[config.mk]
export PLATFORM = sky130hd
export DESIGN_NAME = control_unit
export DESIGN_NICKNAME = d
export VERILOG_FILES = /design/src/rtl/ctrl_pkg.sv /design/src/rtl/alu_decoder.sv /design/src/rtl/control_unit.sv
export SDC_FILE = /design/constraint.sdc
export NUM_CORES = 1
export LEC_CHECK = 0
export ABC_CLOCK_PERIOD_IN_PS = 1810
export CAP_MARGIN = 10
export CORE_MARGIN = 2
export CORE_UTILIZATION = 33
export DETAILED_ROUTE_END_ITERATION = 6
export PLACE_DENSITY = 0.87
export SLEW_MARGIN = 25
export SYNTH_ARGS = -nofsm -noshare
export SYNTH_HDL_FRONTEND = slang
export SYNTH_SLANG_ARGS = --single-unit
[constraint.sdc]
create_clock -name clk -period 1.81 [get_ports clk]
set_clock_uncertainty 0.15 [all_clocks]
set_input_delay 0.362 -clock clk [delete_from_list [all_inputs] [get_ports clk]]
set_output_delay 0.362 -clock clk [all_outputs]
set_load 0.01 [all_outputs]
[src/rtl/ctrl_pkg.sv]
// Shared definitions for the multicycle MIPS main controller: state encoding,
// instruction field constants and datapath select encodings.
package ctrl_pkg;

    typedef enum logic [3:0] {
        StFetch  = 4'd0,
        StDecode = 4'd1,
        StMemAdr = 4'd2,
        StMemRd  = 4'd3,
        StMemWb  = 4'd4,
        StMemWr  = 4'd5,
        StExec   = 4'd6,
        StAluWb  = 4'd7,
        StBranch = 4'd8,
        StJump   = 4'd9,
        StAddiEx = 4'd10,
        StAddiWb = 4'd11
    } state_e;

    localparam logic [5:0] OpRtype = 6'h00;
    localparam logic [5:0] OpLw    = 6'h23;
    localparam logic [5:0] OpSw    = 6'h2B;
    localparam logic [5:0] OpBeq   = 6'h04;
    localparam logic [5:0] OpBne   = 6'h05;
    localparam logic [5:0] OpJ     = 6'h02;
    localparam logic [5:0] OpAddi  = 6'h08;

    localparam logic [5:0] FnAdd = 6'h20;
    localparam logic [5:0] FnSub = 6'h22;
    localparam logic [5:0] FnAnd = 6'h24;
    localparam logic [5:0] FnOr  = 6'h25;
    localparam logic [5:0] FnSlt = 6'h2A;

    localparam logic [2:0] AluAdd = 3'b010;
    localparam logic [2:0] AluSub = 3'b110;
    localparam logic [2:0] AluAnd = 3'b000;
    localparam logic [2:0] AluOr  = 3'b001;
    localparam logic [2:0] AluSlt = 3'b111;

    localparam logic [1:0] SrcBReg = 2'd0;
    localparam logic [1:0] SrcBOne = 2'd1;
    localparam logic [1:0] SrcBImm = 2'd2;

    localparam logic [1:0] PcSrcAlu    = 2'd0;
    localparam logic [1:0] PcSrcAluOut = 2'd1;
    localparam logic [1:0] PcSrcJump   = 2'd2;

    function automatic logic is_mem_op(input logic [5:0] op);
        return (op == OpLw) || (op == OpSw);
    endfunction

endpackage

[src/rtl/alu_decoder.sv]
// R-type func field decoder: selects the ALU operation and flags unsupported
// func codes so DECODE can treat them as illegal.
module alu_decoder
    import ctrl_pkg::*;
(
    input  logic [5:0] func_i,
    output logic [2:0] alu_sel_o,
    output logic       func_legal_o
);

    always_comb begin
        alu_sel_o    = AluAdd;
        func_legal_o = 1'b1;
        case (func_i)
            FnAdd:   alu_sel_o = AluAdd;
            FnSub:   alu_sel_o = AluSub;
            FnAnd:   alu_sel_o = AluAnd;
            FnOr:    alu_sel_o = AluOr;
            FnSlt:   alu_sel_o = AluSlt;
            default: func_legal_o = 1'b0;
        endcase
    end

endmodule

[src/rtl/control_unit.sv]
// Multicycle MIPS main controller (Moore FSM). Define CTRL_BNE_EN to accept
// bne (opcode 0x05), which shares the BRANCH state with inverted zero polarity.
module control_unit
    import ctrl_pkg::*;
(
    input  logic       clk,
    input  logic       rst,
    input  logic [5:0] opcode,
    input  logic [5:0] func,
    input  logic       zero,
    output logic       PCEn,
    output logic       IorD,
    output logic       MemRead,
    output logic       MemWrite,
    output logic       MemtoReg,
    output logic       IRWrite,
    output logic       RegWrite,
    output logic       RegDst,
    output logic       ALUSrcA,
    output logic [1:0] PCSource,
    output logic [1:0] ALUSrcB,
    output logic [2:0] ALUSel,
    output logic [3:0] state,
    output logic       illegal
);

    state_e     state_q, state_d;
    logic [2:0] func_sel;
    logic       func_legal;
    logic       op_legal;
    logic       pc_write;
    logic       branch;
    logic       branch_taken;

    alu_decoder u_alu_decoder (
        .func_i       (func),
        .alu_sel_o    (func_sel),
        .func_legal_o (func_legal)
    );

    always_comb begin
        case (opcode)
            OpRtype:                      op_legal = func_legal;
            OpLw, OpSw, OpBeq, OpJ, OpAddi: op_legal = 1'b1;
`ifdef CTRL_BNE_EN
            OpBne:                        op_legal = 1'b1;
`endif
            default:                      op_legal = 1'b0;
        endcase
    end

`ifdef CTRL_BNE_EN
    // Branch polarity is latched in DECODE so BRANCH needs no opcode compare.
    logic bne_q, bne_d;

    assign bne_d = (state_q == StDecode) ? (opcode == OpBne) : bne_q;

    always_ff @(posedge clk or negedge rst) begin
        if (!rst) begin
            bne_q <= 1'b0;
        end else begin
            bne_q <= bne_d;
        end
    end

    assign branch_taken = zero ^ bne_q;
`else
    assign branch_taken = zero;
`endif

    always_comb begin
        state_d = state_q;
        unique case (state_q)
            StFetch:  state_d = StDecode;
            StDecode: begin
                if (!op_legal) begin
                    state_d = StFetch;
                end else if (is_mem_op(opcode)) begin
                    state_d = StMemAdr;
                end else begin
                    case (opcode)
                        OpRtype: state_d = StExec;
                        OpBeq:   state_d = StBranch;
`ifdef CTRL_BNE_EN
                        OpBne:   state_d = StBranch;
`endif
                        OpJ:     state_d = StJump;
                        OpAddi:  state_d = StAddiEx;
                        default: state_d = StFetch;
                    endcase
                end
            end
            StMemAdr: state_d = (opcode == OpLw) ? StMemRd : StMemWr;
            StMemRd:  state_d = StMemWb;
            StMemWb:  state_d = StFetch;
            StMemWr:  state_d = StFetch;
            StExec:   state_d = StAluWb;
            StAluWb:  state_d = StFetch;
            StBranch: state_d = StFetch;
            StJump:   state_d = StFetch;
            StAddiEx: state_d = StAddiWb;
            StAddiWb: state_d = StFetch;
            default:  state_d = StFetch;
        endcase
    end

    // Asynchronous reset abandons any in-flight instruction.
    always_ff @(posedge clk or negedge rst) begin
        if (!rst) begin
            state_q <= StFetch;
        end else begin
            state_q <= state_d;
        end
    end

    always_comb begin
        IorD     = 1'b0;
        MemRead  = 1'b0;
        MemWrite = 1'b0;
        MemtoReg = 1'b0;
        IRWrite  = 1'b0;
        RegWrite = 1'b0;
        RegDst   = 1'b0;
        ALUSrcA  = 1'b0;
        ALUSrcB  = SrcBReg;
        PCSource = PcSrcAlu;
        ALUSel   = AluAnd;
        illegal  = 1'b0;
        pc_write = 1'b0;
        branch   = 1'b0;
        unique case (state_q)
            StFetch: begin
                MemRead  = 1'b1;
                IRWrite  = 1'b1;
                ALUSrcB  = SrcBOne;
                ALUSel   = AluAdd;
                PCSource = PcSrcAlu;
                pc_write = 1'b1;
            end
            StDecode: begin
                // ALUOut picks up the branch target while the opcode is decoded.
                ALUSrcB = SrcBImm;
                ALUSel  = AluAdd;
                illegal = ~op_legal;
            end
            StMemAdr, StAddiEx: begin
                ALUSrcA = 1'b1;
                ALUSrcB = SrcBImm;
                ALUSel  = AluAdd;
            end
            StMemRd: begin
                IorD    = 1'b1;
                MemRead = 1'b1;
            end
            StMemWb: begin
                RegWrite = 1'b1;
                MemtoReg = 1'b1;
            end
            StMemWr: begin
                IorD     = 1'b1;
                MemWrite = 1'b1;
            end
            StExec: begin
                ALUSrcA = 1'b1;
                ALUSrcB = SrcBReg;
                ALUSel  = func_sel;
            end
            StAluWb: begin
                RegWrite = 1'b1;
                RegDst   = 1'b1;
            end
            StBranch: begin
                ALUSrcA  = 1'b1;
                ALUSrcB  = SrcBReg;
                ALUSel   = AluSub;
                PCSource = PcSrcAluOut;
                branch   = 1'b1;
            end
            StJump: begin
                PCSource = PcSrcJump;
                pc_write = 1'b1;
            end
            StAddiWb: begin
                RegWrite = 1'b1;
            end
            default: ;
        endcase
    end

    assign PCEn  = pc_write | (branch & branch_taken);
    assign state = state_q;

endmodule
==> results of run 1 <==
## through the flow
step | area (sq um) | setup slack, ns | setup TNS, ns
floorplan | 617 | -0.000933 | -0.000933
global placement | 1140 | -1.04 | -6.34
detailed placement | 1140 | -1.08 | -7.10
CTS | 1370 | -0.233 | -1.18
global route | 1530 | -0.313 | -3.01
finish | 1530 | -0.273 | -2.43
## power by group
group          internal, mW  leakage, nW  switching [mW]
clock network        0.0747       0.0138          0.0433
registers             0.103       0.0535          0.0131
logic                 0.437        0.656           0.390
total                 0.614        0.724           0.447
## area by class of cell
type                            count  share of cell area
Sequential cell                     4              0.0654
Timing Repair Buffer               85               0.439
Inverter                            1             0.00245
Multi-Input combinational cell     76               0.458
Clock buffer                        3              0.0147
Tap cell                           25              0.0204
## what timing repair did
action / in CTS / in global routing
buffers inserted: 15 / 13
hold buffers: 0 / 0
setup endpoints to repair: 23 / 18
pin swaps: 17 / 9
cloned: 1 / 0
resized for setup: 150 / 20
## logic make-up (layout without fill, tap and decap cells)
family,after synthesis,after routing,share of synthesized area
DFF,4,4,0.165
and+or+nand+nor,51,51,0.489
buffers and inverters,7,89,0.0433
muxes,1,1,0.0186
xor gates and xnor gates,2,2,0.0289
AOI/OAI and AO/OA,22,22,0.256
## worst max-delay path, stage by stage (launching register included)
cell and delay [ns]:
dfrtp_1 0.39, or4b_4 0.56, a21oi_2 0.12, o21a_1 0.13, buf_2 0.13
## layout by cell type, fill, tap and decap left out, types with 2 or more instances in the layout
cell type,n
a2111oi_4,2
a21oi_1,3
a21oi_2,2
buf_2,24
buf_4,36
buf_6,13
clkbuf_4,3
clkdlybuf4s50_1,3
dfrtp_1,4
dlygate4sd2_1,6
nand2_1,4
nand2b_1,3
nand2b_4,4
nand3_1,4
nand4b_1,2
nor2_1,7
nor3_2,2
nor3b_4,2
nor4_1,2
nor4_2,2
nor4_4,2
o21a_1,2
o21ai_1,4
o22ai_1,2
or3_1,2
or4b_4,2
xor2_1,2
## routing by layer
layer	GRT usage	part of all wire	wire length (um)
met1	0.323	0.37	1400
met2	0.523	0.50	1860
met3	0.0385	0.083	311
met4	0.122	0.047	175
met5	0	0	0
## final timing paths
| path | end | start | cells past startpoint | slack [ns] |
|---|---|---|---|---|
| min in group clk | state[3] | opcode[5] | 5 | 0.42 |
| worst max-delay path | illegal | state[1] | 4 | -0.27 |
| worst max register to register | state[3] | state[1] | 5 | -0.16 |
| worst min-delay path | state[1] | rst | 1 | 0.18 |
| max in group asynchronous | state[2] | rst | 1 | 1.14 |
| worst min register to register | state[2] | state[2] | 3 | 0.61 |
==> out/results.tsv, run 1 <==
stage	metric	value	unit
status	status	complete, but fails checks	
status	failing checks	negative setup slack	
synth	Yosys Warn Count	0	
clocking	Clock Root Buffer	clkbuf_4	
synth	Mapped Avg Cell Area	6.98	sq um
floorplan	Core Region	1730	sq um
placement	Placed Cells incl. Taps	163	
job	Max Cap Viol	0	
global_routing	initial antenna violation count	0	
layout	Finished Layout Cells	194	
min_path	Hold/Removal Path Class	primary input to async pin	
routing	Routed WL	3740	um
layout	footprint of the multi-input gates	702	sq um
clocking	clock sink count	4	
layout	Layout fillers	78	
sta	Peak Freq	480	MHz
synth	top_reg_cell synth	dfrtp_1	
sta	setup ws final	-0.273	ns
critical_path	WP data required	1.30	ns
global_routing	first-pass GRT wire length	4460	um
global_routing	vias in the first global route	1003	
placement	IO Port Bufs	35	
routing	vias	1138	
sta	unrepaired setup endpoints after global routing	true	
layout	final net count	186	
synth	largest cells by area after synthesis	dfrtp_1 (16%), nand2b_1 (7.2%), nor4_1 (6.2%)	
critical_path	CP Launch Type	flip-flop	
layout	post-layout util	0.887	
clocking	clock buffer depth	2	
clocking	clock-pin slew on the worst setup and hold paths	0.05	ns
routing	post-route ant nets	0	
synth	register bit count reported by yosys	4	
placement	hpwl dp	1670	um
layout	n_diodes	0	
routing	via/cell ratio	5.87	
sta	max-slew violations	0	
clocking	Clock Latency Late Sink	0.24	ns
placement	gpl congestion	0.805	
sta	Tmin final	2.08	ns
routing	drt initial violations	67	
pwr	Tot Pwr	1.06	mW
floorplan	Initial Util	0.351	
pwr	Pwr per Cell Area	693	nW/um^2
pwr	P_leak	0.724	nW
sta	final setup vio count	17	
global_routing	largest net degree at the start of global routing	11	
routing	drt pass-1 iters	4	
synth	post-synthesis sequential area ratio	0.165	
layout	FF/Latch Area	100	sq um
critical_path	Worst setup EP type	output pin	
synth	area of the mapped netlist	607	sq um
floorplan	Die X	46.9	um
layout	max reg flops	4	
floorplan	total die area	2200	sq um
synth	syn nets	102	
critical_path	CP Max Fanout	2	
layout	share of cells above drive strength 1	0.645	
sta	Fin. Hold Viols	0	
sta	measured slew at the worst slew-check pin	0.449	ns
synth	area leader, netlist	dfrtp_1	
sta	WHS	0.182	ns
routing	wire length per cell	19.3	um
clocking	Num CTS Buffers	3	
synth	share of the synthesized area in the top cell type	0.165	
clocking	CTS tree	built	
synth	Syn Inst Count	87	
floorplan	row cnt	15	
synth	Commonest cells post-synth	nor2_1 (9), nand2b_1 (7), a21oi_1 (6), clkbuf_1 (6), nor4_1 (6)	
layout	Layout area overhead	152	%
sta	Max-slew headroom	0.698	
synth	async set-or-reset flop fraction in the synthesized netlist	1.00	
routing	# DRC	0	
synth	number of synthesized flops with an enable pin	0	
sta	Final period util	1.15	
floorplan	IO Pins	36	
synth	most frequent cell after synthesis	nor2_1	
critical_path	Crit Path Class	flip-flop to output pin	
global_routing	remaining global-route overflow	0	
pwr	peak supply drop	0.000439	V
critical_path	worst endpoint data arrival time	1.57	ns
clocking	CTS HTree Levels	1	
floorplan	Chip Height	46.9	um
synth	Unique masters post-synth	32	
global_routing	gr usage total	0.284	
Power figures use the tool's default switching activity.
==> run 2, diff against run 1 <==
Settings changed: ABC_CLOCK_PERIOD_IN_PS 1810 to 1770.
Clock period 1.81 ns to 1.77 ns, I/O delays scaled along.
==> run 2 against run 1 <==
Against the previous run: the run still ends with negative setup slack left; non-clock buffer count down 9; setup slack got worse by 0.023 ns; cell count shrank 4.1%; core utilization decreased by 4.0 points; final area fell by 4.5%; count of clock-buffer cells in the layout increased by 1; sequential share of layout area rose by 0.39 points; total power is 4.1% higher; die area unchanged; critical path depth stayed put; critical endpoint unchanged; largest cell class unchanged.
==> out/results.tsv, run 2 (same netlist as run 1, synthesis figures left out) <==
stage	metric	value	unit
status	status	complete, but fails checks	
status	failing checks	negative setup slack	
clocking	Clock Root Buffer	clkbuf_4	
clocking	CTS HTree Levels	1	
floorplan	IO Pins	36	
clocking	clock-pin slew on the worst setup and hold paths	0.06	ns
placement	Post-DP Area	1160	sq um
pwr	Clock Power Share	0.127	
layout	final net count	177	
layout	final instance area	1460	sq um
layout	n_diodes	0	
layout	Layout area overhead	141	%
sta	setup ws final	-0.296	ns
critical_path	CP Max Fanout	2	
placement	hpwl dp	1630	um
layout	most common cell after layout, fill and taps aside	buf_4	
global_routing	initial antenna violation count	0	
critical_path	Crit Path Class	flip-flop to output pin	
placement	pre-CTS setup slack	-1.09	ns
clocking	clock sink count	4	
layout	max reg flops	4	
critical_path	family with the most delay on the worst path	simple AND/OR/NAND/NOR gates	
critical_path	reg2reg end	state[1]	
routing	via/cell ratio	5.70	
pwr	Pint	0.641	mW
global_routing	largest net degree at the start of global routing	21	
global_routing	first-pass GRT wire length	4260	um
routing	vias	1061	
floorplan	Die X	46.9	um
routing	# DRC	0	
layout	most frequent cells in the layout	buf_4 (26), buf_2 (20), buf_6 (17)	
routing	wire length per cell	18.2	um
floorplan	Core Region	1730	sq um
sta	Max-slew headroom	0.776	
sta	max-slew violations	0	
sta	Peak Freq	484	MHz
floorplan	row cnt	15	
clocking	cts hold-fix bufs	0	
global_routing	remaining global-route overflow	0	
sta	final setup vio count	20	
critical_path	CP max stage cell	or4b_4	
critical_path	Worst setup EP type	output pin	
critical_path	buffers plus inverters on the worst setup path	1	
layout	Layout fillers	101	
min_path	Hold/Removal Path Class	primary input to async pin	
pwr	Reg power frac	0.105	
floorplan	Initial Util	0.351	
pwr	Comb power frac	0.768	
routing	drt pass-1 iters	4	
routing	post-route ant nets	0	
critical_path	worst endpoint data arrival time	1.56	ns
pwr	Pwr per Cell Area	755	nW/um^2
sta	unrepaired setup endpoints after global routing	true	
floorplan	total die area	2200	sq um
critical_path	WP data required	1.27	ns
floorplan	Chip Height	46.9	um
clocking	clock buffer depth	2	
critical_path	R2R cell count	6	
routing	drt initial violations	23	
critical_path	CP Launch Type	flip-flop	
critical_path	r2r setup slk	-0.21	ns
sta	Final period util	1.17	
placement	gpl congestion	0.762	
pwr	Sw Share	0.419	
placement	IO Port Bufs	35	
sta	measured slew at the worst slew-check pin	0.336	ns
global_routing	vias in the first global route	970	
sta	Tmin final	2.07	ns
critical_path	crit-path max cell delay	0.54	ns
routing	Routed WL	3390	um
pwr	switching pwr	0.463	mW
critical_path	CP cell instances	or4b_4, a21oi_2, o21a_1, buf_2	
sta	Fin. Hold Viols	0	
pwr	P_leak	0.648	nW
critical_path	r2r startpoint	state[2]	
clocking	CTS tree	built	
job	Max Cap Viol	0	
pwr	peak supply drop	0.000945	V
global_routing	gr usage total	0.270	
layout	share of cells above drive strength 1	0.634	
clocking	Num CTS Buffers	3	
clocking	Clock Latency Late Sink	0.26	ns
## run 2: power by group through the flow
| stage | Clock (mW) | Sequential (mW) | Combinational, mW |
|---|---|---|---|
| 2_1_floorplan | 0 | 0.132 | 0.253 |
| 3_3_place_gp | 0 | 0.112 | 0.588 |
| 3_5_place_dp | 0 | 0.114 | 0.602 |
| 4_1_cts | 0.116 | 0.115 | 0.735 |
| 5_1_grt | 0.148 | 0.119 | 0.892 |
| 6_report | 0.140 | 0.116 | 0.847 |
## run 2: worst max-delay path by stage
stage,startpoint,depth (start not counted),to,slack [ns]
finish,state[2],4,illegal,-0.30
global placement,func[1],6,illegal,-1.06
detailed placement,func[1],6,illegal,-1.09
CTS,state[1],4,illegal,-0.25
floorplan,state[1],3,ALUSrcB[0],-0.03
global route,state[3],7,ALUSel[1],-0.34
## run 2: layout make-up
| cell class | instances | area (sq um) | area share |
|---|---|---|---|
| sequential | 4 | 101 | 0.0693 |
| inverter | 1 | 3.75 | 0.00257 |
| tap | 25 | 31.3 | 0.0214 |
| timing repair buffer | 76 | 619 | 0.423 |
| clock buffer | 4 | 26.3 | 0.0180 |
| multi-input combinational | 76 | 681 | 0.465 |
## run 2: timing repair
action,in CTS,in global routing
setup endpoints to repair,25,20
setup buffers,13,8
resized for setup,147,20
pin swaps,21,8
## run 2: metal layers
| metal | vias up | part of all wire | global-route usage |
|---|---|---|---|
| li1 | 477 | - | - |
| met1 | 498 | 0.36 | 0.285 |
| met2 | 64 | 0.51 | 0.512 |
| met3 | 22 | 0.068 | 0.0346 |
| met4 | 0 | 0.061 | 0.144 |
| met5 | - | 0 | 0 |
## run 2: metrics by stage
step	hold WS, ns	cells	TNS, ns	utilization	total power [mW]
final	0.138	186	-3.11	0.847	1.10
after global routing	0.149	186	-4.29	0.847	1.16
after CTS	0.178	181	-1.53	0.795	0.966
after detailed placement	0.412	164	-8.11	0.670	0.716
after global placement	0.408	164	-7.31	0.670	0.699
after floorplan	-0.0916	87	-0.112	-	0.385
==> run 3, diff against run 2 <==
Settings changed: CELL_PAD_IN_SITES_DETAIL_PLACEMENT from default to 0, CELL_PAD_IN_SITES_GLOBAL_PLACEMENT from default to 2, CORE_UTILIZATION 33 to 16, PLACE_DENSITY 0.87 to 0.85.
==> run 3 against run 2 <==
Against the previous run: via count fell by 8.2%; the run still ends with negative setup slack left; maximum frequency rose by 2.0%; global-route usage fell by 14 points; critical endpoint unchanged; sequential share of layout area fell by 0.70 points; cell count rose by 14%; sequential cell count did not move.
==> out/results.tsv, run 3 (same netlist as run 1, synthesis figures left out) <==
stage	metric	value	unit
pwr	P_leak	0.709	nW
sta	measured slew at the worst slew-check pin	0.325	ns
sta	Max-slew headroom	0.783	
layout	final instance area	1630	sq um
routing	wire length per cell	12.9	um
routing	Routed WL	2730	um
layout	max reg flops	4	
placement	gpl congestion	0.787	
floorplan	Core Region	3660	sq um
status	failing checks	negative setup slack	
pwr	Pwr per Cell Area	691	nW/um^2
routing	post-route ant nets	0	
routing	vias	974	
global_routing	vias in the first global route	1007	
layout	final net count	180	
critical_path	Worst setup EP type	output pin	
clocking	Num CTS Buffers	3	
global_routing	met3 global-route usage	0.0188	
status	status	complete, but fails checks	
sta	final setup vio count	18	
global_routing	met1 GRT Util	0.152	
pwr	peak supply drop	0.000285	V
sta	Fin. Hold Viols	0	
clocking	clock buffer depth	2	
layout	post-layout util	0.444	
placement	IO Port Bufs	35	
critical_path	Crit Path Class	flip-flop to output pin	
layout	Layout area overhead	168	%
floorplan	IO Pins	36	
critical_path	CP Max Fanout	2	
critical_path	buffers plus inverters on the worst setup path	1	
critical_path	crit-path max cell delay	0.51	ns
critical_path	CP cell instances	or4b_4, a21oi_2, o21a_1, buf_2	
critical_path	WP data required	1.27	ns
pwr	Tot Pwr	1.12	mW
routing	# DRC	0	
clocking	CTS HTree Levels	1	
sta	unrepaired setup endpoints after global routing	true	
global_routing	met2 Use GR	0.244	
clocking	clock-pin slew on the worst setup and hold paths	0.03	ns
floorplan	Initial Util	0.166	
layout	share of cells above drive strength 1	0.689	
critical_path	CP Launch Type	flip-flop	
placement	hpwl dp	1680	um
floorplan	Chip Height	65.6	um
critical_path	CP max stage cell	or4b_4	
layout	n_diodes	0	
job	Max Cap Viol	0	
routing	drt initial violations	18	
clocking	Clock Latency Late Sink	0.22	ns
clocking	clock sink count	4	
sta	Final period util	1.14	
min_path	Hold/Removal Path Class	primary input to async pin	
global_routing	largest net degree at the start of global routing	11	
global_routing	initial antenna violation count	0	
layout	most frequent cells in the layout	buf_4 (29), buf_2 (24), buf_6 (12)	
global_routing	gr usage total	0.131	
global_routing	first-pass GRT wire length	4460	um
sta	setup ws final	-0.255	ns
global_routing	remaining global-route overflow	0	
layout	Layout fillers	354	
critical_path	worst endpoint data arrival time	1.52	ns
clocking	cts hold-fix bufs	0	
clocking	Clock Root Buffer	clkbuf_8	
routing	via/cell ratio	4.59	
floorplan	row cnt	22	
routing	drt pass-1 iters	4	
floorplan	total die area	4300	sq um
sta	Peak Freq	494	MHz
critical_path	family with the most delay on the worst path	simple AND/OR/NAND/NOR gates	
global_routing	GRT Max-Usage Layer	met2	
critical_path	r2r setup slk	-0.21	ns
sta	WHS	0.183	ns
sta	Tmin final	2.02	ns
sta	max-slew violations	0	
layout	most common cell after layout, fill and taps aside	buf_4	
floorplan	Die X	65.6	um
placement	Post-DP Area	1180	sq um
clocking	CTS tree	built	
run 3: cell types whose count changed in the layout (fill, tap and decap cells not counted), sizes merged:
cell           before  now
buf                65   69
clkdlybuf4s15       0    3
dlygate4sd2         6    3
bufbuf              0    1
clkbuf              5    4
clkdlybuf4s50       4    3
run 3: timing repair:
item | 4_1_cts | 5_1_grt
endpoints found under the setup margin | 24 | 21
resized for setup | 163 | 13
buffers inserted | 22 | 3
gates cloned | 1 | 0
pin swaps | 19 | 7
run 3: metal layers:
metal  share of wire  routed length [um]
met5               0                   0
met4          0.0051                  14
met3           0.039                 105
met2            0.56                1520
met1            0.40                1080
run 3: area by class of cell:
type / instances / area, sq um / share of cell area
clock buffers: 4 / 45.0 / 0.0277
inverters: 1 / 3.75 / 0.00231
multi-input cells: 76 / 743 / 0.457
flip-flops and latches: 4 / 101 / 0.0623
well taps: 48 / 60.1 / 0.0369
repair buffers: 79 / 673 / 0.414
run 3: path summary, 6_finish.rpt:
path	to	cells past startpoint	from
hold reg to reg	state[0]	3	state[0]
min in group clk	state[0]	4	opcode[1]
setup / recovery	illegal	4	state[2]
max in group asynchronous	state[2]	1	rst
hold / removal	state[0]	1	rst
setup reg to reg	state[1]	6	state[2]
run 3: stage by stage:
stage | instances | setup slack [ns] | setup TNS, ns
3_3_place_gp | 187 | -1.06 | -8.00
4_1_cts | 212 | -0.256 | -1.94
5_1_grt | 212 | -0.338 | -3.62
6_report | 212 | -0.255 | -2.13
3_5_place_dp | 187 | -1.07 | -8.36
2_1_floorplan | 87 | -0.0311 | -0.112
run 3: report_power, final:
| part | switching (mW) | total, mW | leakage (nW) | internal [mW] |
|---|---|---|---|---|
| logic | 0.376 | 0.809 | 0.635 | 0.434 |
| clock network | 0.0467 | 0.200 | 0.0228 | 0.154 |
| registers | 0.00871 | 0.114 | 0.0519 | 0.105 |
| total | 0.431 | 1.12 | 0.709 | 0.693 |
